File: src/rtl/instruction_encoder.sv
// Field-set to 32-bit instruction encoder (I / S / SB formats) with a 2-entry output FIFO.
// Optional immediate range check compiled in with `define IMM_RANGE_CHECK_EN.
module instruction_encoder (
  input  logic        clk,
  input  logic        reset,
  input  logic        in_valid,
  output logic        in_ready,
  input  logic [6:0]  opcode,
  input  logic [4:0]  rd,
  input  logic [4:0]  rs1,
  input  logic [4:0]  rs2,
  input  logic [2:0]  funct3,
  input  logic [63:0] imm,
  output logic        out_valid,
  input  logic        out_ready,
  output logic [31:0] instruction,
  output logic [15:0] count,
  output logic        imm_err
);

  typedef struct packed {
    logic [6:0]  opcode;
    logic [4:0]  rd;
    logic [4:0]  rs1;
    logic [4:0]  rs2;
    logic [2:0]  funct3;
    logic [11:0] imm;
  } fields_t;

  function automatic logic [31:0] encode(input fields_t f);
    logic [31:0] w;
    case (f.opcode[6:5])
      2'b00:   w = {f.imm[11:0], f.rs1, f.funct3, f.rd, f.opcode};
      2'b01:   w = {f.imm[11:5], f.rs2, f.rs1, f.funct3, f.imm[4:0], f.opcode};
      default: w = {f.imm[11], f.imm[9:4], f.rs2, f.rs1, f.funct3, f.imm[3:0], f.imm[10], f.opcode};
    endcase
    return w;
  endfunction

  fields_t          req;
  logic [1:0][31:0] mem;
  logic             wptr, rptr;
  logic [1:0]       occ;
  logic             accept, push, pop, imm_ok;
  logic [31:0]      word;

  assign req  = '{opcode: opcode, rd: rd, rs1: rs1, rs2: rs2, funct3: funct3, imm: imm[11:0]};
  assign word = encode(req);

`ifdef IMM_RANGE_CHECK_EN
  assign imm_ok = (imm[63:12] == {52{imm[11]}});
`else
  // Upper immediate bits are truncated silently in this build.
  logic unused_imm_hi;
  assign unused_imm_hi = ^imm[63:12];
  assign imm_ok = 1'b1;
`endif

  assign in_ready    = (occ != 2'd2);
  assign out_valid   = (occ != 2'd0);
  assign instruction = mem[rptr];
  assign accept      = in_valid && in_ready;
  assign push        = accept && imm_ok;
  assign pop         = out_valid && out_ready;

  always_ff @(posedge clk) begin
    if (reset) begin
      mem   <= '0;
      wptr  <= 1'b0;
      rptr  <= 1'b0;
      occ   <= 2'd0;
      count <= 16'd0;
    end else begin
      if (push) begin
        mem[wptr] <= word;
        wptr      <= ~wptr;
      end
      if (pop) begin
        rptr  <= ~rptr;
        count <= count + 16'd1;
      end
      occ <= occ + {1'b0, push} - {1'b0, pop};
    end
  end

`ifdef IMM_RANGE_CHECK_EN
  always_ff @(posedge clk) begin
    if (reset) imm_err <= 1'b0;
    else       imm_err <= accept && !imm_ok;
  end
`else
  assign imm_err = 1'b0;
`endif

endmodule

File: config.mk
export PLATFORM = sky130hd
export DESIGN_NAME = instruction_encoder
export DESIGN_NICKNAME = d
export VERILOG_FILES = /design/src/rtl/instruction_encoder.sv
export SDC_FILE = /design/constraint.sdc
export NUM_CORES = 1
export LEC_CHECK = 0
export ABC_CLOCK_PERIOD_IN_PS = 2840
export BUFFER_PORTS_ARGS = -buffer_cell sky130_fd_sc_hd__buf_2
export CAP_MARGIN = 20
export CORE_ASPECT_RATIO = 1.5
export CORE_MARGIN = 2
export CORE_UTILIZATION = 52
export DETAILED_ROUTE_END_ITERATION = 8
export PLACE_DENSITY_LB_ADDON = 0.2
export SLEW_MARGIN = 5
export SYNTH_ARGS = -nofsm -noshare
export SYNTH_HDL_FRONTEND = slang
export SYNTH_SLANG_ARGS = --single-unit
File: constraint.sdc
create_clock -name clk -period 2.84 [get_ports clk]
set_input_delay 0.284 -clock clk [delete_from_list [all_inputs] [get_ports clk]]
set_output_delay 0.284 -clock clk [all_outputs]
set_load 0.05 [all_outputs]
Word level (Yosys, flattened, before mapping):

Index checks and enable logic that the tools add are counted.
W data, S select, Z words.

* add/sub/neg operators: 3
* magnitude comparators: 3
* equal/unequal tests: 2
* mux-type cells: 6
* bitwise operators: 2
* reduce and logical (&&, ||, !) cells: 5

Operators by type and width (count)
* $mux W32: 3
* $bwmux W64: 1
* $pmux W31 S2: 1
* $demux W32 S1: 1
* $add A16 B1 Y16 const B: 1
* $lt A1 B2 Y1 const B: 2
* $logic_and A1 B1 Y1: 3
* $add A2 B1 Y2: 1
* $eq A2 B1 Y1 const B: 1
* $logic_not A2 Y1: 1
* $ne A2 B2 Y1 const B: 1
* $not A1 Y1: 2
* $reduce_bool A2 Y1: 1
* $sub A2 B1 Y2: 1
* $ge A1 B1 Y1 const B: 1

* register bits after elaboration: 84
* output and inout bits: 51

Logic depth before layout (Yosys ltp):

* depth after elaboration: 5
* depth in mapped cells: 7
* depth with buffers taken out: 7

Worst setup path after synthesis:

OpenSTA, ideal clock, no wires.

* kind: register to register
* from: register count[3]
* to: register count[15]
* arrival: 1.999 ns
* data required time: 2.770 ns
* path slack: 0.771 ns
* stages on the path, launching flop included: 5
* buffers on the path: 0
* clock period less this slack: 2.069 ns
* cells stage by stage: dfxtp_1 -> nand4_4 -> or3_4 -> or4_1 -> a21oi_1

* word-level cells in the longest chain between the ends: 1

Ends and longest elaborated chain
* start, declared: RTL line 17 `output logic [15:0] count,`
* start signal, assigned: RTL line 80 `count <= count + 16'd1;`
* $add A16 B1 Y16: RTL line 80

No other way between the ends.
A chain may end at the register's enable or synchronous reset.

Final worst setup path:

* from: register rptr
* to: output instruction[7]

* word-level cells in the longest chain between the ends: 2

Ends and longest elaborated chain
* start, declared: RTL line 42 `logic wptr, rptr;`
* start signal, assigned: RTL line 79 `rptr <= ~rptr;`
* $mux W32 (not written as such) (2 in series): RTL line 61 `assign instruction = mem[rptr];`
* end, declared: RTL line 16 `output logic [31:0] instruction,`

No other way between the ends. The select of a mux whose other input is x is not followed.

==> impl_results.rst <==
.. list-table::
   :header-rows: 1

   * - Metric
     - Value
   * - Status
     - completed
   * - Sequential Power Share
     - 44.3%
   * - Antenna Cells
     - 0
   * - # Max-Cap Violations
     - 0
   * - Post-route minimum period
     - 2.115 ns
   * - Internal Power
     - 2.018 mW
   * - Number of buffers inserted during clock tree synthesis
     - 9
   * - Final count of pins violating max slew
     - 0
   * - Final-report setup violation count
     - 0
   * - Post-synthesis mux area share
     - 15.03%
   * - Maximum ir drop on the vdd rail
     - 366.7 uV
   * - Number of global-route vias before repair
     - 2972
   * - Net count of the finished layout
     - 563
   * - Flop-to-flop setup slack
     - 0.92 ns
   * - Share of power burned in the clock network
     - 25.2%
   * - RR Endpoint
     - mem[52]
   * - DRT Wirelength
     - 8.101 mm
   * - Row count
     - 37
   * - Capturing element of the worst setup path
     - instruction[7]
   * - Largest fanout on the critical path
     - 18
   * - Number of antenna violations at the first check in global routing
     - 0
   * - Warnings from Yosys
     - 0
   * - Proportion of netlist area held by the largest area contributor
     - 46.65%
   * - Type of the setup path with the least slack
     - reg -> out
   * - Synthesized netlist net count
     - 484
   * - Number of vias in the routed layout
     - 3053
   * - Mapped Area
     - 3605 um^2
   * - Clock latency on the worst-skew pair
     - 0.35 ns
   * - Dominant cell type by area after synthesis
     - sky130_fd_sc_hd__dfxtp_1
   * - RSZ-0062 raised after global routing
     - no
   * - TritonCTS clock tree
     - done
   * - Combinational family with the most area after synthesis
     - compound AO/OA/AOI/OAI gates
   * - Pin slew with the least headroom to its limit
     - 0.7266 ns
   * - Portion of total power attributed to combinational logic
     - 30.6%
   * - Psw
     - 1.132 mW
   * - Mean number of vias per cell
     - 5.541
   * - Worst-case headroom to the max-slew limit
     - 51.56%
   * - Net switching share of the total power
     - 35.94%
   * - Number of cells upsized or downsized after cts
     - 0
   * - Chip Height
     - 106.0 um
   * - Wire length of the first global-routing pass
     - 13.53 mm
   * - Remaining DRCs
     - 0
   * - Largest net degree at the start of global routing
     - 36
   * - Drt initial violations
     - 150
   * - Leakage power of the design
     - 1.896 nW
   * - Tot GR Track Use
     - 22.27%
   * - WP data required
     - 2.56 ns
   * - Area growth from synthesis to layout
     - 19.65%
   * - Core box area
     - 6805 um^2
   * - Number of synthesized flops with an enable pin
     - 0
   * - Nature of the critical path endpoint
     - output port
   * - Cell types with the largest area share after synthesis
     - sky130_fd_sc_hd__dfxtp_1 (47%), sky130_fd_sc_hd__mux2_2 (10%), sky130_fd_sc_hd__nand2_1 (6.6%)
   * - Upper clock frequency limit
     - 0.4727 GHz
   * - Filler Cells Inserted
     - 599
   * - Total power density per cell area
     - 730.6 nW/um^2
   * - Class of the tightest hold or removal check
     - in -> reg
   * - Hpwl dp
     - 5.616 mm
   * - Startpoint of the worst-slack reg-to-reg timing path
     - occ[1]
   * - Gp weighted congestion
     - 0.7663
   * - Area share of and/or/nand/nor cells after synthesis
     - 14.89%
   * - Crit path arrival time
     - 1.83 ns
   * - Primary flip-flop cell chosen by synthesis mapping
     - sky130_fd_sc_hd__dfxtp_1
   * - Clock-pin slew on the worst setup and hold paths
     - 0.08 ns
   * - Fraction of layout cells with a size suffix above 1
     - 32.35%
   * - Post-synthesis instance total
     - 389
   * - Sum Neg Setup Slack
     - 0 ns
   * - Most used standard cells in the synthesized netlist
     - sky130_fd_sc_hd__dfxtp_1 (84), sky130_fd_sc_hd__nand2_1 (63), sky130_fd_sc_hd__mux2_2 (33), sky130_fd_sc_hd__nor2_1 (30), sky130_fd_sc_hd__a21oi_1 (26)
   * - Port buffer count
     - 90
   * - Synth Area per Inst
     - 9.267 um^2
   * - TritonRoute pass-1 iters
     - 4
   * - Fraction of the mapped netlist area in adder cells
     - 0.6942%
   * - Most common cell in the netlist
     - sky130_fd_sc_hd__dfxtp_1
   * - Number of levels in the clock H-tree
     - 3
   * - Mean routed wirelength per cell
     - 14.70 um
   * - Starting utilization of the core area
     - 52.97%
   * - Synth Area in Compound Gates
     - 16.04%
   * - Sequential area share after synthesis
     - 46.65%
   * - Fin crit share
     - 74.49%
   * - Post-CTS Setup Repair Bufs
     - 0
   * - Seq cells post-synth
     - 84
   * - Remaining global-route overflow
     - 0
   * - Post-Route Utilization
     - 63.38%
   * - Clock sinks
     - 84
   * - Register-to-Register Path Depth
     - 6
   * - Number of nets with antenna violations after detailed routing
     - 0
   * - Unique cell type count in the Yosys netlist
     - 39
   * - Final hold violations
     - 0
   * - Die outline area
     - 7628 um^2
   * - Horizontal die dimension
     - 71.98 um
   * - Worst setup SP type
     - flip-flop
   * - Total of hold buffers inserted after clock tree synthesis
     - 0
   * - # IOs
     - 144
   * - XOR/XNOR Fraction of Synth Area
     - 2.916%
   * - Async SR Flop Fraction
     - 0%
   * - Launching element of the worst setup path
     - rptr
   * - Root buffer selected by CTS
     - sky130_fd_sc_hd__clkbuf_8
   * - Clock tree buffer depth
     - 2
   * - Final worst clock skew
     - 0.01245 ns
## final cells by class
type                       instances  area [um^2]  share of cell area [%]
multi-input combinational        272         1812                   42.01
clock buffer                      14        142.6                   3.307
clock inverter                     2        35.03                  0.8123
sequential                        84         1683                   39.02
timing repair buffer              97        528.0                   12.24
inverter                           4        15.01                  0.3481
tap                               78        97.59                   2.263
## worst max-delay path, stage by stage, from the launching register on
cell	delay, ns
sky130_fd_sc_hd__dfxtp_2	0.63
sky130_fd_sc_hd__buf_4	0.27
sky130_fd_sc_hd__mux2_2	0.37
sky130_fd_sc_hd__buf_2	0.21
## through the flow
stage	setup slack (ns)	hold WS, ns	power (mW)	area [um^2]	std cells
after floorplan	0.7710	0.4167	2.151	3605	389
after global placement	0.9562	0.4273	2.376	4135	535
after detailed placement	0.9095	0.4422	2.392	4135	535
after CTS	0.7104	0.1578	3.179	4313	551
after global routing	0.6490	0.1540	3.322	4313	551
final	0.7246	0.1728	3.151	4313	551
## power by group through the flow
stage | registers, mW | logic (mW) | clock network [mW]
after floorplan | 1.37 | 0.778 | 0
after global placement | 1.42 | 0.959 | 0
after detailed placement | 1.42 | 0.969 | 0
after CTS | 1.39 | 0.973 | 0.811
after global routing | 1.41 | 1.03 | 0.874
final | 1.39 | 0.964 | 0.793
## flip-flops by register name (all words and copies together), names as in the netlist
register / cells
count: 16
mem: 64
occ: 2
rptr: 1
wptr: 1
## routing by layer
layer | GRT usage [%] | routed length (um)
met5 | 0 | 0
met1 | 27.48 | 3597
met2 | 37.17 | 4023
met4 | 7.547 | 97
met3 | 5.972 | 383
## how the worst min path moves through the flow
| stage | startpoint | endpoint | slack (ns) | depth (start not counted) |
|---|---|---|---|---|
| 6_report | funct3[2] | mem[46] | 0.17 | 2 |
| 4_1_cts | opcode[3] | mem[35] | 0.16 | 2 |
| 3_3_place_gp | mem[57] | mem[57] | 0.43 | 2 |
| 5_1_grt | opcode[0] | mem[32] | 0.15 | 2 |
| 3_5_place_dp | mem[53] | mem[53] | 0.44 | 2 |
| 2_1_floorplan | imm[11] | mem[63] | 0.42 | 1 |
## cell usage in the layout, fill, tap and decap left out, types with 3 or more instances in the layout
master and n:
sky130_fd_sc_hd__xnor2_1 4, sky130_fd_sc_hd__mux2i_1 17, sky130_fd_sc_hd__nor2b_1 3, sky130_fd_sc_hd__nand3_1 5
sky130_fd_sc_hd__mux2_2 33, sky130_fd_sc_hd__clkbuf_8 9, sky130_fd_sc_hd__dfxtp_1 83, sky130_fd_sc_hd__a211oi_1 12
sky130_fd_sc_hd__a21oi_1 26, sky130_fd_sc_hd__buf_4 5, sky130_fd_sc_hd__clkbuf_1 5, sky130_fd_sc_hd__o21ai_0 21
sky130_fd_sc_hd__a22o_1 21, sky130_fd_sc_hd__xor2_1 8, sky130_fd_sc_hd__inv_1 4, sky130_fd_sc_hd__nor2_1 30
sky130_fd_sc_hd__buf_2 90, sky130_fd_sc_hd__nand2_1 63
## kinds of logic after synthesis
group / after synthesis
DFF: 84
other: 1
xor gates and xnor gates: 12
muxes: 50
buffers and inverters: 33
AOI/OAI and AO/OA: 88
and+or+nand+nor: 119
adders and majority gates: 2
Power figures use the tool's default switching activity.
